## config.mk

```make
export PLATFORM = sky130hd
export DESIGN_NAME = dmem_master_flat
export DESIGN_NICKNAME = d
export VERILOG_FILES = /design/src/rtl/dmem_pkg.sv /design/src/rtl/dmem_if.sv /design/src/rtl/dmem_lane_merge.sv /design/src/rtl/dmem_master.sv /design/src/flat_wrapper.sv
export SDC_FILE = /design/constraint.sdc
export NUM_CORES = 1
export LEC_CHECK = 0
export CORE_UTILIZATION = 32
export DETAILED_ROUTE_END_ITERATION = 16
export PLACE_DENSITY_LB_ADDON = 0.12
export SYNTH_ARGS = -nofsm -noshare
export SYNTH_HDL_FRONTEND = slang
export SYNTH_SLANG_ARGS = --single-unit
```

## constraint.sdc

```tcl
create_clock -name clk_i -period 7.21 [get_ports clk_i]
set_clock_uncertainty 0.05 [all_clocks]
set_input_delay 1.8025 -clock clk_i [delete_from_list [all_inputs] [get_ports clk_i]]
set_output_delay 1.8025 -clock clk_i [all_outputs]
set_load 0.005 [all_outputs]
```

## src/rtl/dmem_pkg.sv

```systemverilog
// Shared encodings for the data-memory initiator: access sizes, FSM states and
// the default RAM size.
package dmem_pkg;

  localparam int MEM_BYTES_DEF = 1024;

  typedef enum logic [1:0] {
    SZ_B = 2'd0,
    SZ_H = 2'd1,
    SZ_W = 2'd2,
    SZ_D = 2'd3
  } size_e;

  typedef enum logic [1:0] {
    IDLE = 2'd0,
    RD   = 2'd1,
    WR   = 2'd2,
    RESP = 2'd3
  } state_e;

endpackage

```

## src/rtl/dmem_if.sv

```systemverilog
// Load/store request and response channel between the execute stage (master)
// and the data-memory initiator (slave). Suffixes are relative to dmem_master.
interface dmem_if;
  logic        req_valid_i;
  logic        req_ready_o;
  logic        req_we_i;
  logic [1:0]  req_size_i;
  logic        req_signed_i;
  logic [63:0] req_addr_i;
  logic [63:0] req_wdata_i;
  logic        resp_valid_o;
  logic        resp_ready_i;
  logic [63:0] resp_rdata_o;
  logic        resp_err_o;

  modport master (
    output req_valid_i, req_we_i, req_size_i, req_signed_i, req_addr_i, req_wdata_i,
    output resp_ready_i,
    input  req_ready_o, resp_valid_o, resp_rdata_o, resp_err_o
  );

  modport slave (
    input  req_valid_i, req_we_i, req_size_i, req_signed_i, req_addr_i, req_wdata_i,
    input  resp_ready_i,
    output req_ready_o, resp_valid_o, resp_rdata_o, resp_err_o
  );
endinterface

```

## src/rtl/dmem_lane_merge.sv

```systemverilog
// Combinational lane logic: extract/extend a load from the low bytes of the
// RAM window, and splice sub-D store data into the old window contents.
module dmem_lane_merge
  import dmem_pkg::*;
(
  input  logic [1:0]  size_i,
  input  logic        signed_i,
  input  logic [63:0] old_i,
  input  logic [63:0] wdata_i,
  output logic [63:0] ext_o,
  output logic [63:0] merge_o
);

  always_comb begin
    ext_o   = old_i;
    merge_o = wdata_i;
    case (size_e'(size_i))
      SZ_B: begin
        ext_o   = {{56{signed_i & old_i[7]}}, old_i[7:0]};
        merge_o = {old_i[63:8], wdata_i[7:0]};
      end
      SZ_H: begin
        ext_o   = {{48{signed_i & old_i[15]}}, old_i[15:0]};
        merge_o = {old_i[63:16], wdata_i[15:0]};
      end
      SZ_W: begin
        ext_o   = {{32{signed_i & old_i[31]}}, old_i[31:0]};
        merge_o = {old_i[63:32], wdata_i[31:0]};
      end
      default: begin
        ext_o   = old_i;
        merge_o = wdata_i;
      end
    endcase
  end

endmodule

```

## src/rtl/dmem_master.sv

```systemverilog
// Data-memory initiator: one outstanding load/store, sub-D stores done as
// read-modify-write against a RAM that always writes an 8-byte window.
module dmem_master
  import dmem_pkg::*;
#(
  parameter int MEM_BYTES = MEM_BYTES_DEF
) (
  input  logic        clk_i,
  input  logic        rst_i,
  dmem_if.slave       req,
  output logic        mem_read_en_o,
  output logic        mem_write_en_o,
  output logic        mem_read_instruction_en_o,
  output logic [63:0] mem_addr_o,
  output logic [63:0] mem_write_data_o,
  input  logic [63:0] mem_read_data_i,
  input  logic        mem_error_i
);

  localparam logic [63:0] LAST_ADDR = 64'(MEM_BYTES - 8);

  state_e      state_q, state_d;
  logic        we_q, we_d, sgn_q, sgn_d, err_q, err_d;
  logic [1:0]  size_q, size_d;
  logic [63:0] addr_q, addr_d, wdata_q, wdata_d, rdata_q, rdata_d;
  logic [63:0] ext, merge;

  dmem_lane_merge u_lane (
    .size_i   (size_q),
    .signed_i (sgn_q),
    .old_i    (mem_read_data_i),
    .wdata_i  (wdata_q),
    .ext_o    (ext),
    .merge_o  (merge)
  );

  always_ff @(posedge clk_i or posedge rst_i) begin
    if (rst_i) begin
      state_q <= IDLE;
      we_q    <= 1'b0;
      sgn_q   <= 1'b0;
      err_q   <= 1'b0;
      size_q  <= 2'd0;
      addr_q  <= '0;
      wdata_q <= '0;
      rdata_q <= '0;
    end else begin
      state_q <= state_d;
      we_q    <= we_d;
      sgn_q   <= sgn_d;
      err_q   <= err_d;
      size_q  <= size_d;
      addr_q  <= addr_d;
      wdata_q <= wdata_d;
      rdata_q <= rdata_d;
    end
  end

  // The store word register is reused to hold the merged window between RD and WR.
  always_comb begin
    state_d          = state_q;
    we_d             = we_q;
    sgn_d            = sgn_q;
    err_d            = err_q;
    size_d           = size_q;
    addr_d           = addr_q;
    wdata_d          = wdata_q;
    rdata_d          = rdata_q;
    req.req_ready_o  = 1'b0;
    mem_read_en_o    = 1'b0;
    mem_write_en_o   = 1'b0;
    mem_addr_o       = '0;
    mem_write_data_o = '0;
    case (state_q)
      IDLE: begin
        req.req_ready_o = 1'b1;
        if (req.req_valid_i) begin
          we_d    = req.req_we_i;
          sgn_d   = req.req_signed_i;
          size_d  = req.req_size_i;
          addr_d  = req.req_addr_i;
          wdata_d = req.req_wdata_i;
          rdata_d = '0;
          err_d   = 1'b0;
          if (req.req_addr_i > LAST_ADDR) begin
            err_d   = 1'b1;
            state_d = RESP;
          end else if (!req.req_we_i || req.req_size_i != SZ_D) begin
            state_d = RD;
          end else begin
            state_d = WR;
          end
        end
      end
      RD: begin
        mem_read_en_o = 1'b1;
        mem_addr_o    = addr_q;
        if (mem_error_i) begin
          err_d   = 1'b1;
          state_d = RESP;
        end else if (!we_q) begin
          rdata_d = ext;
          state_d = RESP;
        end else begin
          wdata_d = merge;
          state_d = WR;
        end
      end
      WR: begin
        mem_write_en_o   = 1'b1;
        mem_addr_o       = addr_q;
        mem_write_data_o = wdata_q;
        if (mem_error_i) err_d = 1'b1;
        state_d = RESP;
      end
      default: begin
        if (req.resp_ready_i) state_d = IDLE;
      end
    endcase
  end

  assign req.resp_valid_o      = (state_q == RESP);
  assign req.resp_rdata_o      = rdata_q;
  assign req.resp_err_o        = err_q;
  assign mem_read_instruction_en_o = 1'b0;

endmodule

```

## src/flat_wrapper.sv

```systemverilog
// flat-port wrapper written by rule: the top's interface ports become plain ports
module dmem_master_flat import dmem_pkg::*;
#(
  parameter int MEM_BYTES = MEM_BYTES_DEF
)
  (clk_i, rst_i, mem_read_en_o, mem_write_en_o, mem_read_instruction_en_o, mem_addr_o, mem_write_data_o, mem_read_data_i, mem_error_i, req_req_valid_i, req_req_we_i, req_req_size_i, req_req_signed_i, req_req_addr_i, req_req_wdata_i, req_resp_ready_i, req_req_ready_o, req_resp_valid_o, req_resp_rdata_o, req_resp_err_o);
  dmem_if req_i ();
  input  logic clk_i;
  input  logic rst_i;
  output logic mem_read_en_o;
  output logic mem_write_en_o;
  output logic mem_read_instruction_en_o;
  output logic [63:0] mem_addr_o;
  output logic [63:0] mem_write_data_o;
  input  logic [63:0] mem_read_data_i;
  input  logic mem_error_i;
  input wire logic [$bits(req_i.req_valid_i)-1:0] req_req_valid_i;
  input wire logic [$bits(req_i.req_we_i)-1:0] req_req_we_i;
  input wire logic [$bits(req_i.req_size_i)-1:0] req_req_size_i;
  input wire logic [$bits(req_i.req_signed_i)-1:0] req_req_signed_i;
  input wire logic [$bits(req_i.req_addr_i)-1:0] req_req_addr_i;
  input wire logic [$bits(req_i.req_wdata_i)-1:0] req_req_wdata_i;
  input wire logic [$bits(req_i.resp_ready_i)-1:0] req_resp_ready_i;
  output wire logic [$bits(req_i.req_ready_o)-1:0] req_req_ready_o;
  output wire logic [$bits(req_i.resp_valid_o)-1:0] req_resp_valid_o;
  output wire logic [$bits(req_i.resp_rdata_o)-1:0] req_resp_rdata_o;
  output wire logic [$bits(req_i.resp_err_o)-1:0] req_resp_err_o;
  assign req_i.req_valid_i = req_req_valid_i;
  assign req_i.req_we_i = req_req_we_i;
  assign req_i.req_size_i = req_req_size_i;
  assign req_i.req_signed_i = req_req_signed_i;
  assign req_i.req_addr_i = req_req_addr_i;
  assign req_i.req_wdata_i = req_req_wdata_i;
  assign req_i.resp_ready_i = req_resp_ready_i;
  assign req_req_ready_o = req_i.req_ready_o;
  assign req_resp_valid_o = req_i.resp_valid_o;
  assign req_resp_rdata_o = req_i.resp_rdata_o;
  assign req_resp_err_o = req_i.resp_err_o;
  dmem_master #(.MEM_BYTES(MEM_BYTES)) u_core (.clk_i(clk_i), .rst_i(rst_i), .req(req_i), .mem_read_en_o(mem_read_en_o), .mem_write_en_o(mem_write_en_o), .mem_read_instruction_en_o(mem_read_instruction_en_o), .mem_addr_o(mem_addr_o), .mem_write_data_o(mem_write_data_o), .mem_read_data_i(mem_read_data_i), .mem_error_i(mem_error_i));
endmodule
```

### Yosys cells after proc, flatten, opt, wreduce, memory -nomap -nowiden

Index checks and enable logic that the tools add are counted.

| word-level totals | value |
|---|---|
| register bits after elaboration | 199 |
| input port bits | 201 |
| logic and storage cells | 74 |

| operators by class | value |
|---|---|
| order comparisons | 1 |
| equal/unequal tests | 16 |
| multiplexer cells | 26 |
| bitwise logic cells | 4 |
| reduce and logical (&&, ||, !) cells | 16 |

Operators by type and width:

| kind | number |
|---|---|
| two-way mux 64 bit | 8 |
| case mux 64 bit (3 select lines) | 2 |
| case mux 64 bit (2 select lines) | 2 |
| greater-than comparator 64 x 10 -> 1 bit (second input constant) | 1 |
| inequality test 2 bit (second input constant) | 7 |
| two-way mux 2 bit | 5 |
| two-way mux 1 bit | 7 |
| AND reduction 7 bit | 1 |
| equality test 2 bit (second input constant) | 3 |
| case mux 2 bit (3 select lines) | 1 |
| AND reduction 3 bit | 2 |
| AND reduction 6 bit | 1 |
| AND reduction 5 bit | 1 |
| equality test 2 x 1 -> 1 bit (second input constant) | 2 |
| zero test 2 bit | 2 |
| inequality test 2 x 1 -> 1 bit (second input constant) | 2 |
| inequality test 4 bit (second input constant) | 1 |
| AND reduction 2 bit | 2 |
| AND reduction 4 bit | 1 |
| nonzero test 2 bit | 2 |
| nonzero test 4 bit | 1 |
| bitwise AND 1 bit | 3 |
| inequality test 3 bit (second input constant) | 1 |
| case mux 1 bit (2 select lines) | 1 |
| other kinds (4) | 4 |

### Logic depth before layout (Yosys ltp)

Gate-level depths: netlist of the first run.

| logic depth | value |
|---|---|
| word-level depth | 6 |
| depth in mapped cells | 8 |
| gate-level depth less buffers | 6 |

### Hierarchy

From an unflattened synthesis of the first run, not the netlist that was laid out.

| unflattened totals | value |
|---|---|
| cells, all modules | 978 |
| area total of the unflattened synthesis | 10630.2 um^2 |

Modules (own cells, without submodules):

| module | instances | cells each | area each (um^2) | sequential area each (um^2) |
|---|---|---|---|---|
| dmem_master | 1 | 765 | 9061.2 | 4979.8 |
| dmem_lane_merge | 1 | 213 | 1569.0 | 0.0 |

### Worst setup path after synthesis of the first run

Ideal clock, no wire load.

| timing path | value |
|---|---|
| kind | reg-to-output |
| from | register u_core.state_q[0] |
| to | output mem_addr_o[28] |
| arrival time | 1.424 ns |
| data required time | 5.358 ns |
| path slack | 3.933 ns |
| stages on the path, launching flop included | 6 |
| buffers on the path | 2 |
| cells stage by stage | dfrtp_1 > inv_1 > ha_1 > clkbuf_1 > clkbuf_1 > and2_1 |

| on the way | value |
|---|---|
| word-level cells in the longest chain between the ends | 3 |
| elaborated cells between the ends (all ways) | 4 |

Ends and longest elaborated chain:

| what | RTL line | text |
|---|---|---|
| start, declared | dmem_master.sv:22 | `state_e state_q, state_d;` |
| start signal, assigned | dmem_master.sv:48 | `state_q <= state_d;` |
| equality test 2 x 1 -> 1 bit or equality test 2 bit (tied branches) | dmem_master.sv:74 | `case (state_q)` |
| OR reduction 2 bit (no source line) * | n/a |  |
| two-way mux 64 bit * | dmem_master.sv:74 |  |
| end, declared | flat_wrapper.sv:13 | `output logic [63:0] mem_addr_o;` |

Every way passes the cells marked *; elsewhere a longest branch is shown, timed or not.

### Worst setup path in the final report of the first run

| timing path | value |
|---|---|
| from | register u_core.state_q[0] |
| to | output mem_write_data_o[12] |

| on the way | value |
|---|---|
| word-level cells in the longest chain between the ends | 2 |

Ends and longest elaborated chain:

| what | RTL line | text |
|---|---|---|
| equality test 2 bit | dmem_master.sv:74 |  |
| two-way mux 64 bit | dmem_master.sv:74 |  |
| end, declared | flat_wrapper.sv:14 | `output logic [63:0] mem_write_data_o;` |

No other way between the ends.

==> flow_metrics.py, run 1 <==
metrics = {
    "route": {
        "vias": 7741,
        "drc": 0,
        "drtAntennaViolNets": 0,
        "wl_per_cell_um": 18.98,
        "drtIter0Drc": 305,
        "viasPerCell": 4.781,
        "firstDrtPassIters": 4,
        "totalWireLength_um": 30720,
    },
    "power": {
        "power_frac_comb_pct": 55.7,
        "p_per_area_mw_per_mm2": 447.7,
        "sw_frac_of_total_pct": 36.22,
        "internal_power_mw": 4.161,
        "pwr-share-clk_pct": 14.7,
        "p_total_mw": 6.525,
        "netSwitchingPower_mw": 2.364,
        "seq_power_share_pct": 29.6,
        "irDropWorstVdd_mv": 0.1905,
        "p_leak_nw": 5.792,
    },
    "synthesis": {
        "synth_top_cell_area_share_pct": 50.95,
        "syn-num-nets": 1066,
        "synth_most_common_cell": "dfrtp_1",
        "synthTopCellsByArea": "dfrtp_1 (51%), and2_1 (8.2%), mux2_2 (7.8%), mux2i_1 (5.7%), o2bb2ai_1 (4.3%)",
        "yosys_warnings": 0,
        "ys_async_sr_fraction_pct": 100.0,
        "synthFlopType": "dfrtp_1",
        "yosysUniqueCellTypes": 48,
        "synth_edf_count": 0,
        "synth_seq_cells": 199,
        "yosys.area.top_type": "dfrtp_1",
        "syn_inst": 855,
        "synth.avg_cell_area_um2": 11.43,
        "ys_seq_area_share_pct": 50.95,
        "synth_area_mm2": 0.009773,
        "synth_commonest_cells": "dfrtp_1 (199), and2_1 (128), mux2_2 (68), mux2i_1 (56), a21oi_1 (53)",
    },
    "grt": {
        "grt_pass1_vias": 7882,
        "grt_overflow_total": 0,
        "grt_usage_pct": 19.63,
        "grt_first_pass_wirelength_um": 46960,
        "grt_max_degree": 159,
        "antenna_found_initial": 5,
    },
    "sta": {
        "finalSetupViolations": 0,
        "max_freq_ghz": 0.2171,
        "grt_setup_unrepaired": "no",
        "finalCritPeriodShare_pct": 63.89,
        "fin_ws_ns": 2.604,
        "fin_tns_setup_ns": 0,
        "drv_slew": 0,
        "maxSlewHeadroom_pct": 14.03,
        "whs_ns": 0.4302,
        "worst_slew_pin_slew_ns": 1.290,
        "finalHoldViolCount": 0,
        "fin_crit_ns": 4.606,
    },
    "status": {
        "outcome": "complete, no violations",
    },
    "finish": {
        "multi_input_area_mm2": 0.004451,
        "ff_latch_area_mm2": 0.004980,
        "syn_to_final_growth_pct": 49.14,
        "fill_cells": 2839,
        "final_util_pct": 48.79,
        "layout-drive-gt1-share_pct": 12.80,
        "fin_cells": 1619,
        "final_area_mm2": 0.01458,
        "final_nets": 1425,
    },
    "floorplan": {
        "die_x_um": 176.8,
        "dieArea_mm2": 0.03124,
        "coreArea_mm2": 0.02987,
        "die_h_um": 176.8,
        "num_rows": 63,
        "ios": 399,
        "initial_core_util_pct": 32.71,
    },
    "setup_path": {
        "required_ns": 5.36,
        "crit_fanout": 39,
        "cp_top_family": "buffers and inverters",
        "critPathKind": "flop to output pin",
        "crit_path_end_kind": "output pin",
        "path_cells": "inv_1, ha_2, buf_4, and2_1, clkdlybuf4s50_1",
        "cp.arrival_ns": 2.75,
        "critPathBufInv": 3,
        "slowest_stage": "clkdlybuf4s50_1",
        "start_kind": "flop",
        "slowest_delay_ns": 0.54,
    },
    "clock_tree": {
        "clock-sinks": 199,
        "insertion_delay_ns": 0.43,
        "cts_tree": "built",
        "path_clk_slew_ns": 0.08,
        "postCtsHoldBufs": 0,
        "cts_root_buffer": "clkbuf_16",
        "clockBufferDepth": 2,
        "cts_made_buffers": 17,
        "htreeDepth": 4,
        "post_cts_buffers": 0,
        "cts-resized-gates": 0,
    },
    "place": {
        "gp_congestion": 0.7718,
        "pre_cts_slack_ns": 2.225,
        "hpwl_um": 21860,
        "placed_cells": 1585,
        "portBuffers": 397,
        "placed_area_mm2": 0.01400,
    },
    "min_path": {
        "hold_class": "flop to flop",
    },
    "job": {
        "maxCapViolations": 0,
    },
}
[worst min-delay path, stage by stage, from the launching register on]
cell and delay, ns:
dfrtp_1 0.34, nand2_1 0.04, o21ai_0 0.06
[cell type report]
class                           count  area share [%]
Timing Repair Buffer              406           27.81
Sequential cell                   199           34.17
Clock buffer                       20           3.065
Multi-Input combinational cell    584           30.53
Clock inverter                     12          0.8584
Antenna cell                        2         0.03434
Tap cell                          390           3.348
Inverter                            6          0.1803
[cell families (layout without fill, tap and decap cells)]
| logic type | count (synthesis) | count (layout) | share of synthesized area [%] |
|---|---|---|---|
| multiplexers | 124 | 124 | 13.57 |
| buffers and inverters | 72 | 444 | 3.802 |
| adder cells (fa/ha/maj) | 10 | 10 | 1.280 |
| flip-flops | 199 | 199 | 50.95 |
| AO/OA/AOI/OAI | 186 | 186 | 14.58 |
| other | 1 | 3 | 0.03837 |
| AND/OR/NAND/NOR | 263 | 263 | 15.77 |
[state kept, by name, summed over array words and instances (netlist names)]
register and cells:
u_core.req.resp_err_o 1, u_core.we_q 1, u_core.req.resp_rdata_o 64, u_core.wdata_q 64, u_core.state_q 2, u_core.sgn_q 1
u_core.addr_q 64, u_core.size_q 2
[placed cells by master, fill, tap and decap left out, types with 13 or more instances in the layout]
master / netlist / final
clkdlybuf4s50_1: 0 / 397
dfrtp_1: 199 / 199
and2_1: 128 / 128
mux2_2: 68 / 68
mux2i_1: 56 / 56
a21oi_1: 53 / 53
o2bb2ai_1: 48 / 48
nor2_1: 43 / 43
nor2b_1: 33 / 33
a21oi_2: 28 / 28
a31oi_1: 18 / 18
clkbuf_16: 0 / 17
nor4_1: 13 / 13
[routing by layer]
| metal | track usage, % | vias up | share of wire [%] |
|---|---|---|---|
| met2 | 33.25 | 254 | 49 |
| met5 | 0 | - | 0.085 |
| li1 | - | 3723 | - |
| met3 | 6.594 | 26 | 8.2 |
| met4 | 5.244 | 4 | 1.4 |
| met1 | 23.69 | 3734 | 41 |
[worst paths after layout]
check	startpoint	endpoint	slack, ns	depth (start not counted)
min in group asynchronous	rst_i	u_core.wdata_q[54]	1.85	2
hold reg to reg	u_core.wdata_q[0]	u_core.wdata_q[0]	0.43	2
max in group asynchronous	rst_i	u_core.req.resp_rdata_o[13]	3.91	3
setup reg to reg	u_core.state_q[1]	u_core.req.resp_rdata_o[0]	3.16	8
hold / removal	u_core.wdata_q[0]	u_core.wdata_q[0]	0.43	2
setup / recovery	u_core.state_q[0]	mem_write_data_o[12]	2.60	5
[power groups by stage]
| stage | sequential [mW] | combinational (mW) | clock (mW) |
|---|---|---|---|
| after floorplan | 1.90 | 1.95 | 0 |
| after global placement | 1.94 | 3.69 | 0 |
| after detailed placement | 1.95 | 3.69 | 0 |
| after CTS | 1.93 | 3.71 | 0.994 |
| after global routing | 2.00 | 3.95 | 1.04 |
| final | 1.93 | 3.63 | 0.961 |
(Power assumes the default switching activity.)
==> run 2, diff against run 1 <==
Clock period 7.21 ns to 4 ns, I/O delays scaled along.
==> flow_metrics.py, run 2 (same netlist as run 1, synthesis figures left out) <==
metrics = {
    "status": {
        "outcome": "complete, no violations",
    },
    "finish": {
        "final_nets": 1435,
        "syn_to_final_growth_pct": 50.61,
        "fill_cells": 2798,
        "final_area_mm2": 0.01472,
        "layout-drive-gt1-share_pct": 13.50,
        "multi_input_area_mm2": 0.004451,
        "layout_common_cells": "clkdlybuf4s50_1 (397), dfrtp_1 (199), and2_1 (128)",
        "final_common_cell": "clkdlybuf4s50_1",
        "ff_latch_area_mm2": 0.004980,
    },
    "min_path": {
        "hold_path_depth": 2,
        "hold_class": "flop to flop",
        "min_from": "u_core.wdata_q[1]",
        "whs_endpoint": "u_core.wdata_q[1]",
    },
    "place": {
        "hpwl_um": 22570,
        "portBuffers": 397,
        "placed_area_mm2": 0.01412,
        "pre_cts_slack_ns": 0.7420,
        "gp_congestion": 0.7909,
    },
    "clock_tree": {
        "clockBufferDepth": 2,
        "postCtsHoldBufs": 0,
        "path_clk_slew_ns": 0.08,
        "post_cts_buffers": 0,
        "insertion_delay_ns": 0.43,
        "cts-resized-gates": 0,
        "cts_root_buffer": "clkbuf_16",
        "clock-sinks": 199,
        "cts_tree": "built",
        "htreeDepth": 4,
        "cts_made_buffers": 17,
    },
    "route": {
        "firstDrtPassIters": 4,
        "viasPerCell": 4.753,
        "drtIter0Drc": 267,
        "drtAntennaViolNets": 0,
        "vias": 7743,
        "totalWireLength_um": 31440,
        "drc": 0,
        "wl_per_cell_um": 19.30,
    },
    "setup_path": {
        "r2r-end": "u_core.req.resp_rdata_o[1]",
        "reg2reg_depth": 7,
        "start_kind": "flop",
        "cp.arrival_ns": 2.57,
        "crit_fanout": 41,
        "reg2reg_from": "u_core.state_q[1]",
        "crit_path_end_kind": "output pin",
        "reg2reg_slack_ns": 1.38,
        "required_ns": 2.95,
        "critPathKind": "flop to output pin",
    },
    "power": {
        "seq_power_share_pct": 29.6,
        "netSwitchingPower_mw": 4.282,
        "p_per_area_mw_per_mm2": 808.5,
        "sw_frac_of_total_pct": 35.99,
        "internal_power_mw": 7.618,
        "power_frac_comb_pct": 55.5,
        "irDropWorstVdd_mv": 0.3389,
        "p_leak_nw": 5.863,
        "p_total_mw": 11.90,
        "pwr-share-clk_pct": 14.9,
    },
    "grt": {
        "grt_first_pass_wirelength_um": 48000,
        "grt_usage_pct": 20.16,
        "grt_pass1_vias": 7991,
        "antenna_found_initial": 3,
        "grt_overflow_total": 0,
        "grt_max_degree": 71,
    },
    "sta": {
        "fin_crit_ns": 3.618,
        "finalCritPeriodShare_pct": 90.45,
        "fin_ws_ns": 0.3822,
        "maxSlewHeadroom_pct": 42.39,
        "grt_setup_unrepaired": "no",
        "drv_slew": 0,
        "max_freq_ghz": 0.2764,
        "worst_slew_pin_slew_ns": 0.8642,
        "finalHoldViolCount": 0,
        "fin_tns_setup_ns": 0,
        "finalSetupViolations": 0,
    },
    "job": {
        "maxCapViolations": 0,
    },
    "floorplan": {
        "num_rows": 63,
        "die_x_um": 176.8,
        "coreArea_mm2": 0.02987,
        "dieArea_mm2": 0.03124,
        "die_h_um": 176.8,
        "initial_core_util_pct": 32.71,
        "ios": 399,
    },
}
## run 2: area by class of cell
| cell class | instances | share of cell area [%] |
|---|---|---|
| antenna | 2 | 0.03400 |
| clock buffer | 19 | 2.941 |
| clock inverter | 13 | 1.071 |
| inverter | 6 | 0.1785 |
| multi-input combinational | 584 | 30.24 |
| sequential | 199 | 33.83 |
| tap | 390 | 3.315 |
| timing repair buffer | 416 | 28.39 |
## run 2: layer usage
| metal | GRT usage (%) | part of all wire (%) |
|---|---|---|
| met4 | 5.244 | 1.1 |
| met5 | 0 | 0 |
| met3 | 6.379 | 7.5 |
| met1 | 25.00 | 43 |
| met2 | 33.69 | 49 |
## run 2: critical path: stages, from the launching register on
cell             delay, ns
dfrtp_1               0.45
inv_1                 0.14
ha_2                  0.52
buf_12                0.27
and2_1                0.20
clkdlybuf4s50_1       0.53
## run 2: how the worst max path moves through the flow
stage                      startpoint                   end  slack [ns]
floorplan                       rst_i      u_core.addr_q[0]        0.38
CTS                 u_core.state_q[0]  mem_write_data_o[15]        0.27
global route        u_core.state_q[0]  mem_write_data_o[15]        0.20
detailed placement  u_core.state_q[0]  mem_write_data_o[15]        0.74
global placement    u_core.state_q[0]  mem_write_data_o[15]        0.76
finish              u_core.state_q[0]  mem_write_data_o[15]        0.38
## run 2: power by group through the flow
| stage | clock network, mW | logic [mW] | registers, mW |
|---|---|---|---|
| after global routing | 1.92 | 7.19 | 3.65 |
| after global placement | 0 | 6.67 | 3.54 |
| after detailed placement | 0 | 6.70 | 3.55 |
| final | 1.77 | 6.61 | 3.52 |
| after floorplan | 0 | 3.51 | 3.42 |
| after CTS | 1.82 | 6.73 | 3.53 |
## run 2: per-stage QoR
step	hold slack, ns	util [%]	std cells
final	0.4268	49.27	1629
after floorplan	0.3924	-	855
after detailed placement	0.4129	47.28	1595
after global placement	0.4061	47.28	1595
after CTS	0.4306	49.25	1627
after global routing	0.4478	49.27	1629
==> run 3, diff against run 2 <==
Settings changed: CTS_BUF_LIST set to sky130_fd_sc_hd__clkbuf_8.
==> flow_metrics.py, run 3 (same netlist as run 1, synthesis figures left out) <==
metrics = {
    "finish": {
        "syn_to_final_growth_pct": 48.65,
        "fill_cells": 2821,
        "final_common_cell": "clkdlybuf4s50_1",
        "final_nets": 1435,
        "layout_common_cells": "clkdlybuf4s50_1 (397), dfrtp_1 (199), and2_1 (128)",
        "final_area_mm2": 0.01453,
        "layout-drive-gt1-share_pct": 13.50,
    },
    "route": {
        "vias": 7745,
        "viasPerCell": 4.754,
        "wl_per_cell_um": 19.24,
        "totalWireLength_um": 31350,
        "firstDrtPassIters": 4,
        "drc": 0,
        "drtIter0Drc": 274,
        "drtAntennaViolNets": 0,
    },
    "power": {
        "p_per_area_mw_per_mm2": 789.2,
        "irDropWorstVdd_mv": 0.3407,
        "p_leak_nw": 5.784,
    },
    "job": {
        "maxCapViolations": 0,
    },
    "clock_tree": {
        "clock-sinks": 199,
        "insertion_delay_ns": 0.46,
        "cts_made_buffers": 17,
        "postCtsHoldBufs": 0,
        "clockBufferDepth": 2,
        "post_cts_buffers": 0,
        "path_clk_slew_ns": 0.11,
        "cts_tree": "built",
        "cts-resized-gates": 0,
        "cts_root_buffer": "clkbuf_8",
        "htreeDepth": 4,
    },
    "setup_path": {
        "required_ns": 2.95,
        "cp_top_family": "buffers and inverters",
        "slowest_delay_ns": 0.53,
        "critPathKind": "flop to output pin",
        "crit_path_end_kind": "output pin",
        "cp.arrival_ns": 2.61,
        "start_kind": "flop",
        "crit_fanout": 41,
        "path_cells": "inv_1, ha_2, buf_12, and2_1, clkdlybuf4s50_1",
        "critPathBufInv": 3,
        "slowest_stage": "ha_2",
    },
    "floorplan": {
        "die_h_um": 176.8,
        "num_rows": 63,
        "ios": 399,
        "die_x_um": 176.8,
        "coreArea_mm2": 0.02987,
        "dieArea_mm2": 0.03124,
        "initial_core_util_pct": 32.71,
    },
    "grt": {
        "grt_overflow_total": 0,
        "grt_pass1_vias": 7968,
        "grt_max_degree": 71,
        "grt_first_pass_wirelength_um": 47820,
        "grt_usage_pct": 20.05,
        "antenna_found_initial": 3,
    },
    "place": {
        "gp_congestion": 0.7909,
        "portBuffers": 397,
        "hpwl_um": 22570,
        "placed_area_mm2": 0.01412,
    },
    "sta": {
        "grt_setup_unrepaired": "no",
        "fin_crit_ns": 3.658,
        "finalCritPeriodShare_pct": 91.44,
        "finalHoldViolCount": 0,
        "fin_tns_setup_ns": 0,
        "max_freq_ghz": 0.2734,
        "drv_slew": 0,
        "finalSetupViolations": 0,
        "worst_slew_pin_slew_ns": 0.8723,
        "maxSlewHeadroom_pct": 41.84,
    },
    "status": {
        "outcome": "complete, no violations",
    },
    "min_path": {
        "hold_class": "flop to flop",
    },
}
-- run 3: cell types whose count changed in the layout (fill, tap and decap cells not counted), sizes merged --
| cell | delta |
|---|---|
| clkbuf | -2 |
| inv | +2 |
-- run 3: stage by stage --
stage          utilization (%)  worst slack, ns  power, mW  cells  hold WS, ns
3_3_place_gp             47.28           0.7635      10.20   1595       0.4061
3_5_place_dp             47.28           0.7420      10.25   1595       0.4129
2_1_floorplan                -           0.3757      6.930    855       0.3924
5_1_grt                  48.63           0.1324      12.32   1629       0.4554
4_1_cts                  48.61           0.2038      11.65   1627       0.4380
6_report                 48.63           0.3424      11.47   1629       0.4344
-- run 3: worst min-delay path, delay by kind of cell, from the launching register on --
| kind | cells | cell delay, ns |
|---|---|---|
| compound gates | 1 | 0.06 |
| flops | 1 | 0.35 |
| simple gates | 1 | 0.04 |
-- run 3: final cells by class --
cell class / count / area, um^2 / area share (%)
Antenna cell: 2 / 5.005 / 0.03445
Inverter: 6 / 26.28 / 0.1809
Tap cell: 390 / 488.0 / 3.359
Sequential cell: 199 / 4980 / 34.28
Clock buffer: 17 / 234.0 / 1.611
Multi-Input combinational cell: 584 / 4451 / 30.63
Clock inverter: 15 / 165.2 / 1.137
Timing Repair Buffer: 416 / 4179 / 28.77
-- run 3: metal layers --
| metal | track usage (%) | wire (um) |
|---|---|---|
| met1 | 24.99 | 13410 |
| met2 | 33.63 | 15220 |
| met3 | 6.336 | 2415 |
| met4 | 4.705 | 297 |
| met5 | 0 | 0 |
-- run 3: where the power goes --
part           switching [mW]  leakage (nW)  total [mW]  internal (mW)
sequential              0.535          2.43        3.52           2.98
combinational            2.88          3.14        6.61           3.73
clock                   0.813         0.209        1.34          0.524
total                    4.23          5.78        11.5           7.24
-- run 3: final timing paths --
path	start	to	slack (ns)	cells after the start
min in group asynchronous	rst_i	u_core.req.resp_rdata_o[3]	0.89	2
worst max-delay path	u_core.state_q[0]	mem_write_data_o[15]	0.34	5
worst min register to register	u_core.wdata_q[1]	u_core.wdata_q[1]	0.43	2
worst min-delay path	u_core.wdata_q[1]	u_core.wdata_q[1]	0.43	2
worst max register to register	u_core.state_q[1]	u_core.req.resp_rdata_o[1]	1.38	7
max in group asynchronous	rst_i	u_core.req.resp_rdata_o[31]	2.19	3
